File: src/rtl/ddr_pll_rst_ctrl.sv
// ddr_pll_rst_ctrl: reset and lock sequencer for the DDR3 core PLL.
// Pulses the PLL reset, debounces the synchronized lock, ungates clkout0,
// then releases the DDR PHY reset. Retries on timeout or lock loss and
// latches a fault once the retry budget is used up.
//
// Ports:
//   clk          - PLL reference clock (same net as PLL clkin1)
//   rst_n        - asynchronous active-low reset
//   restart      - single-cycle pulse, restarts the sequence from any state
//   pll_lock     - PLL lock output, asynchronous to clk
//   pll_rst      - PLL reset, active high
//   clkout0_gate - 1 = clkout0 stopped, 0 = running
//   ddr_rst_n    - active-low reset for the DDR PHY/controller
//   pll_ready    - sequence complete, clocks valid
//   pll_fail     - latched fault, retries exhausted
//   retry_cnt    - failures since the last successful lock or restart
module ddr_pll_rst_ctrl #(
  parameter int unsigned RST_CYCLES   = 8,
  parameter int unsigned LOCK_TIMEOUT = 5000,
  parameter int unsigned LOCK_STABLE  = 64,
  parameter int unsigned GATE_SETTLE  = 16,
  parameter int unsigned MAX_RETRY    = 3
) (
  input  logic       clk,
  input  logic       rst_n,
  input  logic       restart,
  input  logic       pll_lock,
  output logic       pll_rst,
  output logic       clkout0_gate,
  output logic       ddr_rst_n,
  output logic       pll_ready,
  output logic       pll_fail,
  output logic [3:0] retry_cnt
);

  localparam int unsigned MAX_AB = (RST_CYCLES > LOCK_TIMEOUT) ? RST_CYCLES : LOCK_TIMEOUT;
  localparam int unsigned MAX_CD = (LOCK_STABLE > GATE_SETTLE) ? LOCK_STABLE : GATE_SETTLE;
  localparam int unsigned TMAX   = (MAX_AB > MAX_CD) ? MAX_AB : MAX_CD;
  localparam int unsigned TW     = $clog2(TMAX + 1);

  // Terminal counts. The STABLE count is offset by two: the lock_s sample
  // taken in WAIT_LOCK is the first stable cycle, and the timer starts at 0.
  localparam logic [TW-1:0] T_RST  = TW'((RST_CYCLES   >= 1) ? RST_CYCLES - 1   : 0);
  localparam logic [TW-1:0] T_TO   = TW'((LOCK_TIMEOUT >= 1) ? LOCK_TIMEOUT - 1 : 0);
  localparam logic [TW-1:0] T_STB  = TW'((LOCK_STABLE  >= 2) ? LOCK_STABLE - 2  : 0);
  localparam logic [TW-1:0] T_GATE = TW'((GATE_SETTLE  >= 1) ? GATE_SETTLE - 1  : 0);
  localparam logic [TW-1:0] T_SAT  = TW'(TMAX);
  localparam logic [3:0]    RETRY_LIMIT = 4'(MAX_RETRY);

  typedef enum logic [2:0] {
    S_RST, S_WAIT, S_STABLE, S_GATE, S_RUN, S_FAIL
  } state_t;

  state_t        state, state_nxt;
  logic [TW-1:0] timer;
  logic [3:0]    retry_nxt, retry_inc;
  logic          lock_meta, lock_s;
  logic          fail_evt;

  // Next-state and retry bookkeeping; restart overrides everything.
  always_comb begin
    state_nxt = state;
    retry_nxt = retry_cnt;
    fail_evt  = 1'b0;
    retry_inc = (retry_cnt == 4'hF) ? 4'hF : retry_cnt + 4'd1;
    case (state)
      S_RST:    if (timer == T_RST) state_nxt = S_WAIT;
      S_WAIT: begin
        if (lock_s)               state_nxt = S_STABLE;
        else if (timer == T_TO)   fail_evt  = 1'b1;
      end
      S_STABLE: begin
        if (!lock_s)              fail_evt  = 1'b1;
        else if (timer == T_STB)  state_nxt = S_GATE;
      end
      S_GATE: begin
        if (!lock_s)              fail_evt  = 1'b1;
        else if (timer == T_GATE) state_nxt = S_RUN;
      end
      S_RUN:    if (!lock_s) fail_evt = 1'b1;
      S_FAIL:   state_nxt = S_FAIL;
      default:  state_nxt = S_RST;
    endcase
    if (fail_evt) begin
      retry_nxt = retry_inc;
      state_nxt = (retry_inc == RETRY_LIMIT) ? S_FAIL : S_RST;
    end
    if (state_nxt == S_RUN && state != S_RUN) retry_nxt = 4'd0;
    if (restart) begin
      state_nxt = S_RST;
      retry_nxt = 4'd0;
    end
  end

  // State, shared timer, lock synchronizer and outputs decoded from next state.
  always_ff @(posedge clk or negedge rst_n) begin
    if (!rst_n) begin
      state        <= S_RST;
      timer        <= '0;
      lock_meta    <= 1'b0;
      lock_s       <= 1'b0;
      retry_cnt    <= 4'd0;
      pll_rst      <= 1'b1;
      clkout0_gate <= 1'b1;
      ddr_rst_n    <= 1'b0;
      pll_ready    <= 1'b0;
      pll_fail     <= 1'b0;
    end else begin
      lock_meta <= pll_lock;
      lock_s    <= lock_meta;
      state     <= state_nxt;
      retry_cnt <= retry_nxt;
      if (state_nxt != state || restart) timer <= '0;
      else if (timer != T_SAT)           timer <= timer + TW'(1);
      pll_rst      <= (state_nxt == S_RST) || (state_nxt == S_FAIL);
      clkout0_gate <= !((state_nxt == S_GATE) || (state_nxt == S_RUN));
      ddr_rst_n    <= (state_nxt == S_RUN);
      pll_ready    <= (state_nxt == S_RUN);
      pll_fail     <= (state_nxt == S_FAIL);
    end
  end

endmodule

File: config.mk
export PLATFORM = sky130hd
export DESIGN_NAME = ddr_pll_rst_ctrl
export DESIGN_NICKNAME = d
export VERILOG_FILES = /design/src/rtl/ddr_pll_rst_ctrl.sv
export SDC_FILE = /design/constraint.sdc
export NUM_CORES = 1
export LEC_CHECK = 0
export ABC_CLOCK_PERIOD_IN_PS = 4600
export CORE_ASPECT_RATIO = 1.25
export CORE_MARGIN = 2
export CORE_UTILIZATION = 40
export CTS_CLUSTER_SIZE = 25
export DETAILED_ROUTE_END_ITERATION = 6
export HOLD_SLACK_MARGIN = 0.02
export PLACE_DENSITY_LB_ADDON = 0.12
export SLEW_MARGIN = 0
export SYNTH_ARGS = -nofsm -noshare
export SYNTH_HDL_FRONTEND = slang
export SYNTH_SLANG_ARGS = --single-unit
File: constraint.sdc
create_clock -name clk -period 4.6 [get_ports clk]
set_input_delay 1.15 -clock clk [delete_from_list [all_inputs] [get_ports clk]]
set_output_delay 1.15 -clock clk [all_outputs]
set_load 0.02 [all_outputs]
* Yosys cells after proc, flatten, opt, wreduce, memory -nomap -nowiden
Index checks and enable logic that the tools add are counted.
Word-level totals: flip-flop bits (word level) 26, input bits 4, output and inout port bits 9, logic and storage cells 59
Cells by class: add/sub/neg operators 2, eq/ne operators 18, mux-type cells 20, reductions and logical operators 10
Operator list (count):
- 3-bit 2-to-1 mux | 9
- 13-bit 2-to-1 mux | 2
- 3-bit one-hot mux with 6 select lines | 1
- 4-bit 2-to-1 mux | 4
- 3-bit == test (second input constant) | 5
- 13-bit by 1-bit adder with 13-bit output (second input constant) | 1
- 13-bit == test (second input constant) | 1
- 13-bit by 3-bit == test with 1-bit output (second input constant) | 1
- 13-bit by 4-bit == test with 1-bit output (second input constant) | 1
- 13-bit by 6-bit == test with 1-bit output (second input constant) | 1
- 13-bit inequality test (second input constant) | 1
- 3-bit by 2-bit == test with 1-bit output (second input constant) | 3
- 3-bit zero test | 2
- 4-bit by 1-bit adder with 4-bit output (second input constant) | 1
- 4-bit by 2-bit == test with 1-bit output (second input constant) | 1
- 4-bit == test (second input constant) | 1
- 3-bit by 1-bit == test with 1-bit output (second input constant) | 1
- 1-bit logical OR | 3
- 1-bit 2-to-1 mux | 3
- 3-bit inequality test | 1
- 3-bit inequality test (second input constant) | 1
- 3-bit nonzero test | 1
- 3-bit OR reduction | 1
- 1-bit one-hot mux with 2 select lines | 1
- 3 further kinds | 3

* Depth between registers and ports, before layout
depth in word-level cells 9, depth in mapped cells 8, mapped depth without buffers 7

* Least setup slack after synthesis
OpenSTA, ideal clock, no wires.
kind register to register, start point register timer[1], end point register timer[10], setup time 142 ps, arrival 1930 ps, required time 4458 ps, path slack 2528 ps, cell stages (with the launch flop) 8, buffers on the path 1, period minus slack after synthesis 2072 ps, cell sequence dfrtp_1 -> ha_1 -> nand4bb_2 -> o32a_1 -> o31ai_1 -> a2bb2oi_4 -> buf_6 -> a211oi_1
On the way: word-level cells in the longest chain between the ends 9, elaborated cells on any way between the ends 22, those cells by class 1 x add/sub; 6 x eq/ne; 13 x mux; 2 x reduce/logical
Ends and longest elaborated chain:
- from (decl) | line 55 | logic [TW-1:0] timer;
- from (signal assigned) | line 114 | else if (timer != T_SAT) timer <= timer + TW'(1);
- 13-bit by 4-bit == test with 1-bit output (tied with other cells) | line 78 | else if (timer == T_GATE) state_nxt = S_RUN;
- 3-bit 2-to-1 mux (tied with other cells) | line 78
- 3-bit 2-to-1 mux (tied with other cells) | line 77 | if (!lock_s) fail_evt = 1'b1;
- 3-bit one-hot mux with 6 select lines or 1-bit one-hot mux with 2 select lines (tied branches) | line 66 | case (state)
- 3-bit 2-to-1 mux | line 84 | if (fail_evt) begin
- 3-bit 2-to-1 mux | line 89 | if (restart) begin
- 3-bit inequality test | line 113 | if (state_nxt != state || restart) timer <= '0;
- 1-bit logical OR | line 113
- 13-bit 2-to-1 mux or 2-bit nonzero test (tied branches)
Several ways; a longest one is shown, not always the timed one. The select of a mux whose other input is x is not followed. A chain may end at the register's enable or synchronous reset.

* Final worst setup path
start point register pll_rst, end point output port pll_rst
RTL lines:
- from (decl) | line 28 | output logic pll_rst,
- from (signal assigned) | line 115 | pll_rst <= (state_nxt == S_RST) || (state_nxt == S_FAIL);
No word-level cell between the ends.

==> summary.md <==
| Metric | Value |
|---|---|
| Status | complete, no violations |
| Buf/Inv on CP | 1 |
| Synth area leader | dfrtp_1 |
| Placed cell area | 1810 µm² |
| Worst-skew pair later-pin latency | 0.27 ns |
| DRT Wirelength | 3.49 mm |
| Via Count | 1283 |
| CTS tree | yes |
| Min-delay src | lock_meta |
| Fin worst setup slack | 2.06 ns |
| Setup violators final | 0 |
| Max Cap Violations | 0 |
| Synth top area share | 36.4% |
| Largest net degree at the start of global routing | 27 |
| IO Pins | 13 |
| CP delay by family, top | buffers and inverters |
| Ys async rst share | 100% |
| Pre-CTS WS | 1.88 ns |
| DP Wirelength | 2.59 mm |
| Clock root cell | clkbuf_8 |
| Inserted Diodes | 0 |
| Commonest non-fill, non-tap cells in the layout | dfrtp_1 (24), a211oi_1 (16), nor2_1 (13), clkdlybuf4s50_1 (12), nand2_1 (11) |
| CP required | 3.45 ns |
| Slew margin rel. | 64.6% |
| First-pass GRT wire length | 5.94 mm |
| Congestion Overflow GR | 0 |
| Vias in the first global route | 1274 |
| WS Path Type | flop to primary output |
| Die area | 4650 µm² |
| Max-slew violations | 0 |
| Height of the die | 75.8 µm |
| Area Growth Syn to Fin | 12.5% |
| Post-synthesis register bit count | 26 |
| H-tree levels | 1 |
| Postcts setup bufs | 0 |
| Number of port buffers | 12 |
| Register area share after synthesis | 39.6% |
| Mean post-synth cell area | 10.3 µm² |
| Drc violations | 0 |
| Post-Syn Nets | 168 |
| Clk buf depth | 2 |
| Least-Margin Pin Slew | 0.530 ns |
| CP max stage delay | 0.59 ns |
| Starting density of the core | 40.8% |
| Core area | 4030 µm² |
| Slowest library cell on the worst path | clkdlybuf4s50_1 |
| Initial DRC count | 92 |
| Total GRT Usage | 17.0% |
| Fin crit share | 55.1% |
| Row cnt | 26 |
| CP cell instances | clkdlybuf4s50_1 |
| Final core occ | 46.0% |
| Maximum operating frequency | 394 MHz |
| Nets | 180 |
| Critical path fanouts, max | 1 |
| HP Class | flop to flop |
| Num CTS Buffers | 3 |
| Gp weighted congestion | 0.871 |
| Ys flop type | dfrtp_1 |
| Clk_skew | 0.00536 ns |
| Syn. warnings | 0 |
| Leading cell type in the layout, fill and taps excluded | dfrtp_1 |
| Post-CTS sizing | 0 |
| Fill count | 417 |
| Die extent in x | 61.4 µm |
| Worst r2r src | timer[1] |
| Final hold vios | 0 |
| RSZ-0062 raised after global routing | false |
| Ranking of synthesized cells by area | dfrtp_1 (36%), a211oi_1 (7.3%), xnor2_1 (4.8%) |
| Clock-pin slew on the worst setup and hold paths | 0.09 ns |
| CTS Hold Buffers Added | 0 |
| Pleak | 0.664 nW |
| Wire per inst | 15.4 µm |
| Synth cell types | 52 |
| PD cells | 222 nW/µm² |
| Post-Syn Area | 1650 µm² |
| Synthesized instance count | 160 |
| CP Capture Type | primary output |
| Peak supply drop | 0.0786 mV |
| Final ANT Viol Nets | 0 |
| Sink Count | 26 |
| Share of cells above drive strength 1 | 11.7% |
| Final setup TNS | 0 ns |
| Post-synth EDFFs | 0 |
| Crit path launch type | flop |
| Fin crit period | 2.54 ns |
| Drt pass-1 iters | 4 |
| Critical Path Start | pll_rst |
| Cell area after layout | 1850 µm² |
| WP data arrival | 1.39 ns |
| Via density | 5.65 |
| Initial antenna violation count | 0 |
-- cell usage after synthesis (3+ instances only) --
cell / instances
a211oi_1: 16
xnor2_1: 9
nor3_1: 4
xor2_1: 3
ha_1: 4
nand2b_1: 4
o21ai_0: 3
dfrtp_1: 24
inv_1: 5
a21oi_1: 3
nand3_1: 9
nand2_1: 11
nand4_1: 3
nor2_1: 13
-- logic make-up (layout without fill, tap and decap cells) --
logic type,Yosys count,after routing,share of synthesized area [%]
AOI/OAI and AO/OA,39,39,20.7
and+or+nand+nor,65,65,25.1
adders and majority gates,4,4,3.04
muxes,3,3,1.90
DFF,26,26,39.6
xor gates and xnor gates,12,12,6.38
buffers and inverters,11,22,3.34
-- cell type report --
cell class	count	area [µm²]	share of cell area, %
inverter	5	18.8	1.01
timing repair buffer	13	128	6.88
clock buffer	4	45.0	2.43
tap	56	70.1	3.78
sequential	26	653	35.2
multi-input combinational	123	940	50.7
-- per-layer routing --
layer | vias up | part of all wire [%] | track usage (%)
met3 | 2 | 2.0 | 2.55
met1 | 639 | 46 | 21.1
met2 | 20 | 51 | 30.4
met5 | - | 0 | 0
met4 | 0 | 0.75 | 4.49
li1 | 622 | - | -
-- state kept, by name, summed over array words and instances (netlist names) --
name          cells
clkout0_gate      1
lock_meta         1
lock_s            1
pll_fail          1
pll_ready         1
pll_rst           1
retry_cnt         4
state             3
timer            13
-- power breakdown --
group          total (mW)  leakage (nW)  internal, mW  switching (mW)
logic              0.0373         0.292        0.0141          0.0232
clock network       0.133        0.0228        0.0619          0.0711
registers           0.241         0.349         0.233         0.00774
total               0.411         0.664         0.309           0.102
-- through the flow --
stage / std cells / hold slack [ns] / power [mW]
floorplan: 160 / 0.331 / 0.268
global placement: 223 / 0.334 / 0.282
detailed placement: 223 / 0.346 / 0.283
CTS: 227 / 0.367 / 0.416
global route: 227 / 0.374 / 0.428
finish: 227 / 0.359 / 0.411
-- path summary, 6_finish.rpt --
kind | endpoint | slack (ns) | cells after the start
worst max-delay path | pll_rst | 2.06 | 1
worst min-delay path | lock_s | 0.36 | 0
worst max register to register | timer[12] | 2.21 | 6
worst min register to register | lock_s | 0.36 | 0
max in group asynchronous | pll_rst | 3.05 | 2
min in group asynchronous | state[0] | 1.25 | 2
Power figures use the tool's default switching activity.
